===== src/rtl/matmul_sequencer.sv =====
// Single-FSM control for one systolic-array matmul pass: weight load,
// skewed input streaming and skewed output write-back.
module matmul_sequencer #(
  parameter int WIDTH_HEIGHT = 16,
  parameter int ADDR_WIDTH   = 8,
  parameter int SYS_LAT      = 17
) (
  input  logic                               clk,
  input  logic                               reset,
  input  logic                               start,
  input  logic                               reuse_weights,
  input  logic [ADDR_WIDTH:0]                num_rows,
  input  logic [ADDR_WIDTH-1:0]              w_base_addr,
  input  logic [ADDR_WIDTH-1:0]              in_base_addr,
  input  logic [ADDR_WIDTH-1:0]              out_base_addr,
  output logic                               busy,
  output logic                               done,
  output logic [WIDTH_HEIGHT-1:0]            weightMem_rd_en,
  output logic [WIDTH_HEIGHT*ADDR_WIDTH-1:0] weightMem_rd_addr,
  output logic                               fifo_en,
  output logic                               wwrite,
  output logic                               sys_active,
  output logic [WIDTH_HEIGHT-1:0]            inputMem_rd_en,
  output logic [WIDTH_HEIGHT*ADDR_WIDTH-1:0] inputMem_rd_addr,
  output logic [WIDTH_HEIGHT-1:0]            outputMem_wr_en,
  output logic [WIDTH_HEIGHT*ADDR_WIDTH-1:0] outputMem_wr_addr
);

  localparam int W  = WIDTH_HEIGHT;
  localparam int AW = ADDR_WIDTH;
  localparam int LW = W * AW;
  localparam int CW = $clog2((1 << AW) + 2 * W + SYS_LAT + 1);
  localparam logic [AW:0] NMAX = {1'b1, {AW{1'b0}}};

  typedef enum logic [2:0] {
    IDLE, LOAD_W, LATCH_W, COMPUTE, FINISH
  } state_e;

  state_e          state_q, state_d;
  logic [CW-1:0]   cnt_q, cnt_d;
  logic [AW:0]     n_q, n_d;
  logic [AW-1:0]   wb_q, wb_d, ib_q, ib_d, ob_q, ob_d;
  logic [CW-1:0]   t_end;

  logic            busy_q, busy_d, done_q, done_d;
  logic            fifo_q, fifo_d, wwr_q, wwr_d, act_q, act_d;
  logic [W-1:0]    wen_q, wen_d, ien_q, ien_d, oen_q, oen_d;
  logic [LW-1:0]   wad_q, wad_d, iad_q, iad_d, oad_q, oad_d;
  logic [CW-1:0]   lo, hi;

  assign t_end = CW'(n_q) + CW'(W + SYS_LAT - 2);

  always_comb begin
    state_d = state_q;
    cnt_d   = cnt_q;
    n_d     = n_q;
    wb_d    = wb_q;
    ib_d    = ib_q;
    ob_d    = ob_q;
    unique case (state_q)
      IDLE: begin
        if (start) begin
          n_d   = (num_rows > NMAX) ? NMAX : num_rows;
          wb_d  = w_base_addr;
          ib_d  = in_base_addr;
          ob_d  = out_base_addr;
          cnt_d = '0;
          if (!reuse_weights)  state_d = LOAD_W;
          else if (n_d == '0)  state_d = FINISH;
          else                 state_d = COMPUTE;
        end
      end
      LOAD_W: begin
        if (cnt_q == CW'(W)) begin
          state_d = LATCH_W;
          cnt_d   = '0;
        end else begin
          cnt_d = cnt_q + CW'(1);
        end
      end
      LATCH_W: state_d = (n_q == '0) ? FINISH : COMPUTE;
      COMPUTE: begin
        if (cnt_q == t_end) begin
          state_d = FINISH;
          cnt_d   = '0;
        end else begin
          cnt_d = cnt_q + CW'(1);
        end
      end
      FINISH:  state_d = IDLE;
      default: state_d = IDLE;
    endcase
  end

  // Outputs are decoded from next-state values so the registers line up
  // with the state they describe.
  always_comb begin
    busy_d = (state_d != IDLE);
    done_d = (state_d == FINISH);
    fifo_d = 1'b0;
    wwr_d  = 1'b0;
    act_d  = 1'b0;
    wen_d  = '0;
    ien_d  = '0;
    oen_d  = '0;
    wad_d  = '0;
    iad_d  = '0;
    oad_d  = '0;
    lo     = '0;
    hi     = '0;
    unique case (state_d)
      LOAD_W: begin
        if (cnt_d < CW'(W)) begin
          wen_d = '1;
          for (int i = 0; i < W; i++)
            wad_d[i*AW +: AW] = wb_d + cnt_d[AW-1:0];
        end
        fifo_d = (cnt_d != '0);
      end
      LATCH_W: wwr_d = 1'b1;
      COMPUTE: begin
        act_d = 1'b1;
        for (int i = 0; i < W; i++) begin
          lo = CW'(i);
          hi = lo + CW'(n_d);
          if (cnt_d >= lo && cnt_d < hi) begin
            ien_d[i]          = 1'b1;
            iad_d[i*AW +: AW] = ib_d + cnt_d[AW-1:0] - AW'(i);
          end
          lo = CW'(i + SYS_LAT);
          hi = lo + CW'(n_d);
          if (cnt_d >= lo && cnt_d < hi) begin
            oen_d[i]          = 1'b1;
            oad_d[i*AW +: AW] = ob_d + cnt_d[AW-1:0] - AW'(i + SYS_LAT);
          end
        end
      end
      default: ;
    endcase
  end

  always_ff @(posedge clk or negedge reset) begin
    if (!reset) begin
      state_q <= IDLE;
      cnt_q   <= '0;
      n_q     <= '0;
      wb_q    <= '0;
      ib_q    <= '0;
      ob_q    <= '0;
      busy_q  <= 1'b0;
      done_q  <= 1'b0;
      fifo_q  <= 1'b0;
      wwr_q   <= 1'b0;
      act_q   <= 1'b0;
      wen_q   <= '0;
      ien_q   <= '0;
      oen_q   <= '0;
      wad_q   <= '0;
      iad_q   <= '0;
      oad_q   <= '0;
    end else begin
      state_q <= state_d;
      cnt_q   <= cnt_d;
      n_q     <= n_d;
      wb_q    <= wb_d;
      ib_q    <= ib_d;
      ob_q    <= ob_d;
      busy_q  <= busy_d;
      done_q  <= done_d;
      fifo_q  <= fifo_d;
      wwr_q   <= wwr_d;
      act_q   <= act_d;
      wen_q   <= wen_d;
      ien_q   <= ien_d;
      oen_q   <= oen_d;
      wad_q   <= wad_d;
      iad_q   <= iad_d;
      oad_q   <= oad_d;
    end
  end

  assign busy              = busy_q;
  assign done              = done_q;
  assign fifo_en           = fifo_q;
  assign wwrite            = wwr_q;
  assign sys_active        = act_q;
  assign weightMem_rd_en   = wen_q;
  assign weightMem_rd_addr = wad_q;
  assign inputMem_rd_en    = ien_q;
  assign inputMem_rd_addr  = iad_q;
  assign outputMem_wr_en   = oen_q;
  assign outputMem_wr_addr = oad_q;

endmodule

===== config.mk =====
export PLATFORM = sky130hd
export DESIGN_NAME = matmul_sequencer
export DESIGN_NICKNAME = d
export VERILOG_FILES = /design/src/rtl/matmul_sequencer.sv
export SDC_FILE = /design/constraint.sdc
export NUM_CORES = 1
export LEC_CHECK = 0
export CORE_MARGIN = 2
export CORE_UTILIZATION = 28
export DETAILED_ROUTE_END_ITERATION = 7
export GPL_TIMING_DRIVEN = 0
export PLACE_DENSITY_LB_ADDON = 0.05
export SYNTH_ARGS = -nofsm -noshare
export SYNTH_HDL_FRONTEND = slang
export SYNTH_SLANG_ARGS = --single-unit

===== constraint.sdc =====
create_clock -name clk -period 8.5 [get_ports clk]
set_input_delay 1.7 -clock clk [delete_from_list [all_inputs] [get_ports clk]]
set_output_delay 1.7 -clock clk [all_outputs]
set_load 0.02 [all_outputs]

=== Word-level counts from Yosys, hierarchy flattened ===
Cells that the tools add are included.

* Flip-flop bits (word level): 482
* Output and inout port bits: 437
* Word-level logic and storage cells: 291
* Input port bits: 37

* Magnitude comparators: 66
* Add/sub/neg operators: 67
* Reduce and logical (&&, ||, !) cells: 37
* Equal/unequal tests: 9
* Muxes and demuxes: 95

{| class="wikitable"
|+ Operator list
! operator !! count
|-
| two-way mux 128 bit || 4
|-
| two-way mux 8 bit || 38
|-
| < comparator 9 bit || 32
|-
| adder 5 x 9 -> 9 bit, first input constant || 15
|-
| >= comparator 9 x 5 -> 1 bit, second input constant || 15
|-
| subtractor 8 x 5 -> 8 bit, second input constant || 15
|-
| adder 4 x 9 -> 9 bit, first input constant || 8
|-
| >= comparator 9 x 4 -> 1 bit, second input constant || 8
|-
| two-way mux 16 bit || 4
|-
| subtractor 8 x 4 -> 8 bit, second input constant || 8
|-
| two-way mux 9 bit || 6
|-
| adder 3 x 9 -> 9 bit, first input constant || 4
|-
| >= comparator 9 x 3 -> 1 bit, second input constant || 4
|-
| two-way mux 1 bit || 35
|-
| logical AND 1 bit || 32
|-
| subtractor 8 x 3 -> 8 bit, second input constant || 4
|-
| one-hot mux 9 bit (3 select lines) || 1
|-
| adder 8 bit || 3
|-
| adder 2 x 9 -> 9 bit, first input constant || 2
|-
| >= comparator 9 x 1 -> 1 bit, second input constant || 2
|-
| >= comparator 9 x 2 -> 1 bit, second input constant || 2
|-
| logical NOT 9 bit || 2
|-
| two-way mux 3 bit || 6
|-
| subtractor 8 x 2 -> 8 bit, second input constant || 2
|-
| other kinds (18) || 22
|}

=== Logic depth before layout (Yosys ltp) ===
Gate-level depths: netlist of the first run.

* Depth in word-level cells: 9
* Depth in mapped cells: 24
* Mapped depth without buffers: 22

=== Worst setup path after synthesis of the first run ===
No wires, ideal clock.

* Path type: register to register
* From: register n_q[2]
* To: register oad_q[103] (netlist: outputMem_wr_addr[103])
* Library setup time: 143 ps
* Data required time: 8,357 ps
* Buffers on the path: 3
* Period minus slack after synthesis: 7,316 ps
* Setup slack: 1,184 ps
* Cell stages (with the launch flop): 20
* Arrival: 7,172 ps
* Cell sequence: dfrtp_1 buf_2 or4_4 nor2_4 xnor2_1 and3_4 o221a_2 o21ai_0 nand2_1 o21ai_0 ha_1 a21oi_1 xor2_1 clkbuf_1 ha_1 a21oi_1 clkbuf_1 a21oi_1 xnor2_1 nor2_1

* Cells in the longest elaborated chain, start to end: 8
* Elaborated cells on any way between the ends: 19
* Those cells by class: add/sub (4); order compare (2); eq/ne (2); mux (9); reduce/logical (2)

{| class="wikitable"
|+ RTL lines
! element !! RTL line !! text
|-
| from (decl) || 41 || <nowiki>logic [AW:0] n_q, n_d;</nowiki>
|-
| from (signal assigned) || 164 || <nowiki>n_q <= n_d;</nowiki>
|-
| adder 9 x 5 -> 9 bit * || 51 || <nowiki>assign t_end = CW'(n_q) + CW'(W + SYS_LAT - 2);</nowiki>
|-
| equality test 9 bit * || 83 || <nowiki>if (cnt_q == t_end) begin</nowiki>
|-
| two-way mux 9 bit * || 83 ||
|-
| one-hot mux 9 bit (3 select lines) * || 60 || <nowiki>unique case (state_q)</nowiki>
|-
| via cnt_d[5] || 40 || <nowiki>logic [CW-1:0] cnt_q, cnt_d;</nowiki>
|-
| adder 8 bit, or another cell as far along || 134 || <nowiki>oad_d[i*AW +: AW] = ob_d + cnt_d[AW-1:0] - AW'(i + SYS_LAT);</nowiki>
|-
| subtractor 8 x 5 -> 8 bit / logical AND 1 bit (equally long branches) || 134, 132 ||
|-
| two-way mux 8 bit * || 132 || <nowiki>if (cnt_d >= lo && cnt_d < hi) begin</nowiki>
|-
| two-way mux 128 bit * || 111 || <nowiki>unique case (state_d)</nowiki>
|-
| via oad_d[103] || 48 || <nowiki>logic [LW-1:0] wad_q, wad_d, iad_q, iad_d, oad_q, oad_d;</nowiki>
|-
| to (signal assigned) || 160 || <nowiki>oad_q <= '0;</nowiki>
|-
| to (signal assigned) || 178 || <nowiki>oad_q <= oad_d;</nowiki>
|-
| to (decl) || 48 ||
|}

Mark *: on every way through the listed nets, which the timed path passes. The rest lies on a longest branch.

=== Final worst setup path of the first run ===
* From: input port start
* To: register oad_q[106] (netlist: outputMem_wr_addr[106])

* Cells in the longest elaborated chain, start to end: 7
* Elaborated cells on any way between the ends: 17
* Those cells by class: add/sub (3); order compare (2); eq/ne (1); mux (10); reduce/logical (1)

{| class="wikitable"
|+ RTL lines
! element !! RTL line !! text
|-
| from (decl) || 10 || <nowiki>input logic start,</nowiki>
|-
| two-way mux 9 bit || 62 || <nowiki>if (start) begin</nowiki>
|-
| two-way mux 9 bit || 60 ||
|-
| adder 5 x 9 -> 9 bit || 131 || <nowiki>hi = lo + CW'(n_d);</nowiki>
|-
| < comparator 9 bit || 132 ||
|-
| logical AND 1 bit || 132 ||
|-
| two-way mux 8 bit || 132 ||
|-
| two-way mux 128 bit * || 111 ||
|-
| via oad_d[106] || 48 ||
|}

Marks and branches as above.

==> impl_metrics.ini, run 1 <==
[layout]
final_cell_area_sq_um = 30900
area_delta_synth_final_pct = 33.7
utilization_pct = 37.7
layout.cells.non_filler = 4156
finish.net_count = 3353
drive_gt1_share_pct = 9.13

[routing]
dr.pass1.iters = 5
via_per_inst = 4.77
antenna_left = 0
drt_iter0_markers = 1329
drc = 0
num_vias = 19808
routed_wl_um = 97900
avgRoutedWirePerCell_um = 23.6

[yosys]
yosys_register_bits = 347
synthMuxAreaShare_pct = 0.0434
synth_edf_count = 0
synth_top_family_by_area = simple AND/OR/NAND/NOR gates
ys.flop_type = dfrtp_1
syn_avg_cell_area_sq_um = 9.15
syn_area_sq_um = 23100
synthSimpleGateAreaFrac_pct = 15.9
synth_xor_area_share_pct = 12.3
synthAdderAreaFrac_pct = 14.5
yosysWarnings = 0
syn-num-nets = 2823
ys_async_sr_fraction_pct = 100
yosysUniqueCellTypes = 81
yosysSeqAreaShare_pct = 37.6
syn_inst = 2521
synth-compound-area-share_pct = 11.7

[floorplanning]
io_pins = 474
fp.dieW_um = 291
core_area_sq_um = 81800
die_h_um = 291
fp.dieArea_sq_um = 84700
start_util_pct = 28.2
rows = 105

[placement]
numPortBuffers = 472
globalplace.congestion = 0.902
post-place-cells = 4079
dp_hpwl_um = 76000
place_area_sq_um = 29600

[sta]
maxSlewViolCount = 0
fin_crit_sh_pct = 96.0
finalSetupViolCount = 0
fin_skew_ps = 22.0
rsz0062_at_grt = no
slew_headroom_pct = 6.22
achievable-frequency_ghz = 0.122
fin_crit_ps = 8160
tightest_slew_ps = 1410
hold_violations = 0
tns_ps = 0

[power]
leakagePower_nw = 14.6
clockPowerShare_pct = 11.7
combPwrFrac_pct = 74.2
power_frac_seq_pct = 14.1
switching_share_pct = 52.5
p_sw_mw = 7.59
p_int_mw = 6.87
cellPowerDensity_nw_per_um2 = 468
p_total_mw = 14.5
peakVddDrop_mv = 0.270

[global_route]
grt_pass1_vias = 19839
grt_overflow_total = 0
grt_first_pass_wirelength_um = 143000
antenna_found_initial = 10
grt_util_all_layers_pct = 22.7
grt_max_degree = 113

[clock_tree]
cts_tree = done
clk_latency_ps = 560
cts_buffers = 41
htree_levels = 2
clock_sinks = 347
cts-root-buf = clkbuf_16
clk_pin_slew_worst_paths_ps = 60
postCtsHoldBufs = 0
clockBufferDepth = 3

[critical_path]
crit_slowest_cell = a311oi_1
path_cells = clkdlybuf4s50_1, nand3_1, nor3b_1, a21oi_1, buf_1, inv_2, ha_1, clkbuf_1, clkbuf_1, nand2_1, xnor2_1, ha_1, o21ai_0, a31oi_1, a311oi_1, o311ai_2, nor2_1
endpoint_kind = flop
cp.arrival_ps = 8630
critPathMaxFanout = 17
slowest_delay_ps = 940
crit_path_start_kind = input pin
required_ps = 8970
worstSetupPathType = input pin to flop

[min_path]
min_path_type = flop to flop

[job]
drv_cap = 0

[run_status]
status = complete, no violations
## final cells by class
class                      instances  area [sq um]
fill                            8281         51000
multi-input combinational       1832         12700
sequential                       347          8680
timing repair buffer             490          5090
buffer                           222          1370
tap                             1070          1340
clock buffer                      56          1110
inverter                         117           439
clock inverter                    15           140
antenna                            7          17.5
## per-layer routing
layer / part of all wire [%] / wire length (um) / track usage, %
met1: 43 / 42100 / 28.6
met2: 50 / 48700 / 40.2
met3: 4.7 / 4560 / 3.50
met4: 2.6 / 2530 / 6.04
met5: 0.011 / 11 / 0
## state kept, by name, summed over array words and instances, names as in the netlist
signal and cells:
busy 1, cnt_q 9, done 1, fifo_en 1, ib_q 8, inputMem_rd_addr 128, inputMem_rd_en 16, n_q 9
ob_q 8, outputMem_wr_addr 128, outputMem_wr_en 16, state_q 3, sys_active 1, wb_q 8, weightMem_rd_addr 8, weightMem_rd_en 1
wwrite 1
## placed cells by master (no fill, tap or decap), types with 9 or more instances in the layout
master,n
clkdlybuf4s50_1,471
nor2_1,357
dfrtp_1,347
xnor2_1,267
ha_1,262
nand2_1,250
buf_4,140
a21oi_1,124
inv_1,105
o21ai_0,84
a21o_1,74
clkbuf_1,68
nand3_1,49
xor2_1,48
clkbuf_16,41
nor3_1,39
nor2b_1,37
and3_1,21
a31oi_1,17
buf_1,16
and2_1,13
o21bai_1,12
buf_2,11
a2111oi_0,11
nand4_1,10
clkinv_2,9
## worst max-delay path: cells and delay by family
kind,cells,cell delay (ps)
XOR/XNOR,1,180
buffers and inverters,5,2860
AND/OR/NAND/NOR,4,1230
AO/OA/AOI/OAI,5,2000
adder cells (fa/ha/maj),2,610
## repair_timing
action	4_1_cts	5_1_grt
setup buffers	0	1
pin swaps	0	1
setup endpoints to repair	50	33
gates resized for setup	0	6
## path summary, 6_finish.rpt
check	start	to	slack [ps]	depth (start not counted)
min	ib_q[6]	ib_q[6]	480	2
max	start	outputMem_wr_addr[106]	340	17
max in group asynchronous	reset	inputMem_rd_en[1]	5960	3
min reg2reg	ib_q[6]	ib_q[6]	480	2
min in group asynchronous	reset	outputMem_wr_en[3]	1100	1
max reg2reg	n_q[0]	outputMem_wr_addr[87]	490	21
## logic make-up (layout without fill, tap and decap cells)
kind of cell	Yosys count	count (layout)
AOI/OAI and AO/OA	410	410
xor gates and xnor gates	321	321
adders and majority gates	265	265
buffers and inverters	342	900
DFF	347	347
muxes	1	1
other	0	7
and+or+nand+nor	835	835
## stage by stage
| stage | hold slack (ps) | worst slack [ps] |
|---|---|---|
| final | 477 | 337 |
| after global placement | 460 | -10070 |
| after floorplan | 444 | 1180 |
| after CTS | 480 | 200 |
| after global routing | 489 | 39.4 |
| after detailed placement | 464 | -901 |
## Yosys cell counts, types with 6 or more instances
cell / instances / area (sq um)
nor2_1: 357 / 1340
dfrtp_1: 347 / 8680
xnor2_1: 268 / 2350
ha_1: 262 / 3280
nand2_1: 251 / 942
buf_4: 137 / 1030
a21oi_1: 125 / 626
inv_1: 105 / 394
o21ai_0: 86 / 430
a21o_1: 74 / 556
clkbuf_1: 57 / 214
xor2_1: 51 / 447
nand3_1: 49 / 245
nor3_1: 39 / 195
nor2b_1: 37 / 231
and3_1: 21 / 131
buf_1: 19 / 71.3
a31oi_1: 17 / 106
and2_1: 13 / 81.3
o21bai_1: 12 / 90.1
a2111oi_0: 11 / 96.3
buf_2: 11 / 55.1
nand4_1: 10 / 62.6
nor4_1: 10 / 62.6
nand2b_1: 8 / 50.1
nand3b_1: 8 / 60.1
o211ai_1: 8 / 60.1
o211ai_2: 8 / 100
clkinv_1: 7 / 26.3
a211oi_1: 6 / 45.0
nor3b_1: 6 / 45.0
o31ai_1: 6 / 45.0
or3_1: 6 / 37.5
## power groups by stage
| stage | Sequential, mW | Clock (mW) | Combinational, mW |
|---|---|---|---|
| floorplan | 2.18 | 0 | 6.98 |
| global placement | 2.07 | 0 | 10.5 |
| detailed placement | 2.07 | 0 | 10.7 |
| CTS | 2.04 | 1.75 | 10.7 |
| global route | 2.07 | 1.81 | 11.7 |
| finish | 2.03 | 1.70 | 10.7 |
Power figures use the tool's default switching activity.
==> run 2, diff against run 1 <==
CORE_UTILIZATION = 34   (was 28)
==> run 2 against run 1 <==
  * Hold slack better by 1.7 ps
  * Combinational power hardly changed
  * First-iteration DRC count is 8.0% higher
  * Critical path type unchanged
  * Critical endpoint is now outputMem_wr_addr[47]
  * Largest power group unchanged
==> impl_metrics.ini, run 2 (same netlist as run 1, synthesis figures left out) <==
[global_route]
grt_overflow_total = 0
grt_util_all_layers_pct = 26.1
grt_pass1_vias = 19942
grt_max_degree = 100
antenna_found_initial = 5
grt_first_pass_wirelength_um = 135000

[critical_path]
critical_path.top_delay_family = buffers and inverters
crit_top_cell = nor2_1
slowest_delay_ps = 1010
path_buf_inv = 6
critPathMaxFanout = 13
crit_slowest_cell = clkdlybuf4s15_1
required_ps = 9000
cp.arrival_ps = 8780
worstSetupPathType = input pin to flop
crit_path_start_kind = input pin
endpoint_kind = flop
path_cells = clkdlybuf4s50_1, nand3_1, clkbuf_1, nand2_1, and2_1, clkbuf_1, clkdlybuf4s15_1, ha_1, inv_1, o21ai_0, xnor2_1, ha_1, nand2_1, nor2_1, a2111oi_0, nor2_1, a311oi_1, o211ai_1, buf_4, nor2_1

[sta]
slew_headroom_pct = 9.28
fin_skew_ps = 25.4
hold_violations = 0
setup_ws_ps = 218
rsz0062_at_grt = no
tightest_slew_ps = 1360
finalSetupViolCount = 0
maxSlewViolCount = 0
achievable-frequency_ghz = 0.121
fin_crit_ps = 8280
tns_ps = 0
fin_crit_sh_pct = 97.4

[floorplanning]
rows = 95
die_h_um = 264
fp.dieW_um = 264
fp.dieArea_sq_um = 70000
start_util_pct = 34.4
io_pins = 474
core_area_sq_um = 67200

[routing]
avgRoutedWirePerCell_um = 23.6
drc = 0
via_per_inst = 5.08
num_vias = 20129
dr.pass1.iters = 5
routed_wl_um = 93400
drt_iter0_markers = 1435
antenna_left = 0

[layout]
nFillCells = 6473
layout_commonest_cell = clkdlybuf4s50_1
final_cell_mix = clkdlybuf4s50_1, nor2_1, dfrtp_1, xnor2_1, ha_1
multi_input_area_sq_um = 12700
final_cell_area_sq_um = 30700
area_delta_synth_final_pct = 33.1
finish.net_count = 3357
drive_gt1_share_pct = 9.40
seq_area_sq_um = 8680

[min_path]
min_path_type = flop to flop

[clock_tree]
cts_buffers = 41
clk_pin_slew_worst_paths_ps = 60
cts-root-buf = clkbuf_16
clockBufferDepth = 3
htree_levels = 2
cts_tree = done
clk_latency_ps = 570
clock_sinks = 347

[power]
cellPowerDensity_nw_per_um2 = 472
p_total_mw = 14.5
peakVddDrop_mv = 0.293
leakagePower_nw = 14.7

[placement]
dp_hpwl_um = 71000
globalplace.congestion = 0.918
place_area_sq_um = 29300
pre_cts_ws_ps = -1070
numPortBuffers = 472

[run_status]
status = complete, no violations

[job]
drv_cap = 0
-- run 2: changes by cell type in the layout (fill, tap and decap cells not counted), sizes merged --
cell           change
buf                +3
clkinvlp           +4
clkbuf             -2
clkinv             +1
bufinv             +1
inv                -2
clkdlybuf4s15      +1
diode              -4
-- run 2: final timing paths --
kind / startpoint / end / slack [ps] / cells after the start
hold / removal: ob_q[5] / ob_q[5] / 480 / 2
max in group asynchronous: reset / inputMem_rd_addr[64] / 5610 / 4
min in group asynchronous: reset / outputMem_wr_en[3] / 1090 / 1
hold reg to reg: ob_q[5] / ob_q[5] / 480 / 2
setup reg to reg: n_q[0] / outputMem_wr_addr[23] / 980 / 23
setup / recovery: start / outputMem_wr_addr[47] / 220 / 20
-- run 2: layout make-up --
class / instances / share of cell area (%)
multi-input combinational: 1832 / 41.2
sequential: 347 / 28.3
timing repair buffer: 493 / 16.7
buffer: 222 / 4.48
clock buffer: 55 / 3.74
tap: 873 / 3.56
inverter: 117 / 1.44
clock inverter: 18 / 0.591
antenna: 3 / 0.0244
timing repair inverter: 1 / 0.0163
-- run 2: tightest hold or removal path, cell delays in order (launching register included) --
cell	delay, ps
dfrtp_1	320
nand2_1	40
nand2_1	80
-- run 2: routing by layer --
| layer | track usage, % | share of wire (%) | up-vias |
|---|---|---|---|
| li1 | - | - | 9350 |
| met1 | 33.3 | 42 | 9906 |
| met2 | 44.4 | 48 | 707 |
| met3 | 4.57 | 6.6 | 164 |
| met4 | 9.18 | 3.4 | 2 |
| met5 | 0 | 0.014 | - |
-- run 2: repair_timing --
| item | 4_1_cts | 5_1_grt |
|---|---|---|
| setup buffers | 0 | 3 |
| cloned | 0 | 1 |
| resized for setup | 0 | 6 |
| hold buffers | 0 | 0 |
| setup endpoints to repair | 28 | 20 |
-- run 2: metrics by stage --
| stage | utilization, % | hold WS (ps) | instances |
|---|---|---|---|
| finish | 45.7 | 479 | 3961 |
| global route | 45.7 | 509 | 3959 |
| CTS | 45.6 | 484 | 3951 |
| detailed placement | 43.6 | 468 | 3881 |
| global placement | 43.0 | 462 | 3866 |
| floorplan | - | 444 | 2521 |
-- run 2: power by group --
group	switching (mW)	leakage [nW]	internal [mW]
sequential	0.143	4.77	1.88
combinational	6.72	9.24	4.01
clock	0.719	0.659	1.04
total	7.58	14.7	6.93
==> run 3, diff against run 2 <==
RECOVER_POWER = 50   (was not set)
==> run 3 against run 2 <==
  * Sequential power about the same
  * Critical path depth unchanged
  * Clock power hardly changed
  * Utilization fell by 0.084 points
  * Largest cell class unchanged
  * Critical endpoint unchanged
  * Non-clock buffer count is the same
  * Cell area fell by 0.18%
  * Power shrank 0.20%
  * Sequential share of layout area grew 0.052 points
  * The run now ends with capacitance limit, slew limit left
  * Highest routed layer unchanged
  * First-iteration DRC count is 4.1% higher
  * Cell count unchanged
==> impl_metrics.ini, run 3 (same netlist as run 1, synthesis figures left out) <==
[run_status]
status = finished, violations left
violations = capacitance limit, slew limit

[sta]
rsz0062_at_grt = no
hold_slack_ps = 478
maxSlewViolCount = 172
achievable-frequency_ghz = 0.121
slew_headroom_pct = -157
fin_crit_sh_pct = 97.6
finalSetupViolCount = 0
tightest_slew_ps = 3860
hold_violations = 0
fin_skew_ps = 24.5
fin_crit_ps = 8290

[clock_tree]
clk_pin_slew_worst_paths_ps = 60
cts-root-buf = clkbuf_16
htree_levels = 2
clock_sinks = 347
cts_buffers = 41
cts_tree = done
postCtsHoldBufs = 0
clockBufferDepth = 3
clk_latency_ps = 570

[min_path]
min_to = ib_q[0]
min_path_type = flop to flop
min_from = ib_q[0]
worstHoldPathCells = 2

[critical_path]
rrSetupSlack_ps = 660
crit_slowest_cell = clkdlybuf4s15_1
critPathMaxFanout = 13
path_cells = clkdlybuf4s50_1, nand3_1, clkbuf_1, nand2_1, and2_1, clkbuf_1, clkdlybuf4s15_1, ha_1, inv_1, o21ai_0, xnor2_1, ha_1, nand2_1, nor2_1, a2111oi_0, nor2_1, a311oi_1, o211ai_1, buf_4, nor2_1
r2r_start = n_q[0]
required_ps = 8990
cp.arrival_ps = 8790
endpoint_kind = flop
crit_top_cell = nor2_1
slowest_delay_ps = 1000
crit_path_start_kind = input pin
worstSetupPathType = input pin to flop
critical_path.top_delay_family = buffers and inverters
reg2reg_depth = 23
r2r_end = outputMem_wr_addr[23]
path_buf_inv = 6

[routing]
drt_iter0_markers = 1494
avgRoutedWirePerCell_um = 23.6
dr.pass1.iters = 5
via_per_inst = 5.08
drc = 0
num_vias = 20115
antenna_left = 0
routed_wl_um = 93400

[placement]
post-place-cells = 3881
dp_hpwl_um = 71000
numPortBuffers = 472
globalplace.congestion = 0.918

[power]
leakagePower_nw = 15.4
p_total_mw = 14.5
cellPowerDensity_nw_per_um2 = 472
combPwrFrac_pct = 73.9
p_sw_mw = 7.59
power_frac_seq_pct = 13.9
clockPowerShare_pct = 12.1
switching_share_pct = 52.4
peakVddDrop_mv = 0.292
p_int_mw = 6.90

[layout]
layout.cells.non_filler = 3961
final_cell_mix = nor2_1, dfrtp_1, xnor2_1, ha_1, clkdlybuf4s50_1
nFillCells = 6480
layout_commonest_cell = nor2_1
drive_gt1_share_pct = 9.34
area_delta_synth_final_pct = 32.9
finish.net_count = 3357

[global_route]
grt_max_degree = 100
grt_first_pass_wirelength_um = 135000
grt_util_all_layers_pct = 26.1
antenna_found_initial = 5
grt_overflow_total = 0
grt_pass1_vias = 19942

[floorplanning]
io_pins = 474
core_area_sq_um = 67200
start_util_pct = 34.4
fp.dieW_um = 264
rows = 95
fp.dieArea_sq_um = 70000
die_h_um = 264

[job]
drv_cap = 2
-- run 3: what timing repair did --
| item | CTS | global route |
|---|---|---|
| gates resized for setup | 0 | 6 |
| endpoints found under the setup margin | 28 | 20 |
| pin swaps | 0 | 0 |
| gates cloned | 0 | 1 |
| buffers inserted | 0 | 3 |
-- run 3: how the worst max path moves through the flow --
| stage | startpoint | to | slack (ps) | cells after the start |
|---|---|---|---|---|
| after floorplan | n_q[2] | outputMem_wr_addr[103] | 1180 | 19 |
| after global placement | reset | inputMem_rd_addr[48] | -9570 | 1 |
| after detailed placement | start | inputMem_rd_addr[18] | -1070 | 20 |
| after CTS | start | outputMem_wr_addr[111] | 70 | 18 |
| after global routing | n_q[0] | outputMem_wr_addr[23] | 30 | 23 |
| final | start | outputMem_wr_addr[47] | 210 | 20 |
-- run 3: power by group through the flow --
stage	logic (mW)	registers, mW	clock network, mW
finish	10.7	2.02	1.76
global route	11.6	2.05	1.88
CTS	10.6	2.03	1.81
floorplan	6.98	2.18	0
global placement	10.4	2.05	0
detailed placement	10.6	2.06	0
-- run 3: tightest hold or removal path, stage by stage, from the launching register on --
cell,delay (ps)
dfrtp_1,320
nand2_1,50
nand2_1,80
-- run 3: through the flow --
stage	TNS (ps)	setup slack [ps]	instance area [sq um]	utilization (%)
after floorplan	0	1180	23100	-
after global routing	0	30.0	30700	45.6
final	0	207	30700	45.7
after detailed placement	-56440	-1070	29300	43.6
after global placement	-3973870	-9570	28900	43.0
after CTS	0	68.6	30600	45.6
-- run 3: layer usage --
layer | track usage [%] | share of wire [%] | routed length [um]
met2 | 44.4 | 48 | 45100
met3 | 4.57 | 6.5 | 6040
met4 | 9.18 | 3.3 | 3110
met1 | 33.3 | 42 | 39100
met5 | 0 | 0.014 | 13
-- run 3: cell type report --
| type | count | area (sq um) | share of cell area (%) |
|---|---|---|---|
| clock inverters | 18 | 181 | 0.592 |
| plain buffers | 222 | 1380 | 4.48 |
| repair inverters | 1 | 5.00 | 0.0163 |
| multi-input cells | 1832 | 12600 | 41.3 |
| inverters | 117 | 443 | 1.44 |
| flip-flops and latches | 347 | 8680 | 28.3 |
| repair buffers | 493 | 5080 | 16.6 |
| well taps | 873 | 1090 | 3.56 |
| diodes | 3 | 7.51 | 0.0245 |
| clock buffers | 55 | 1150 | 3.75 |
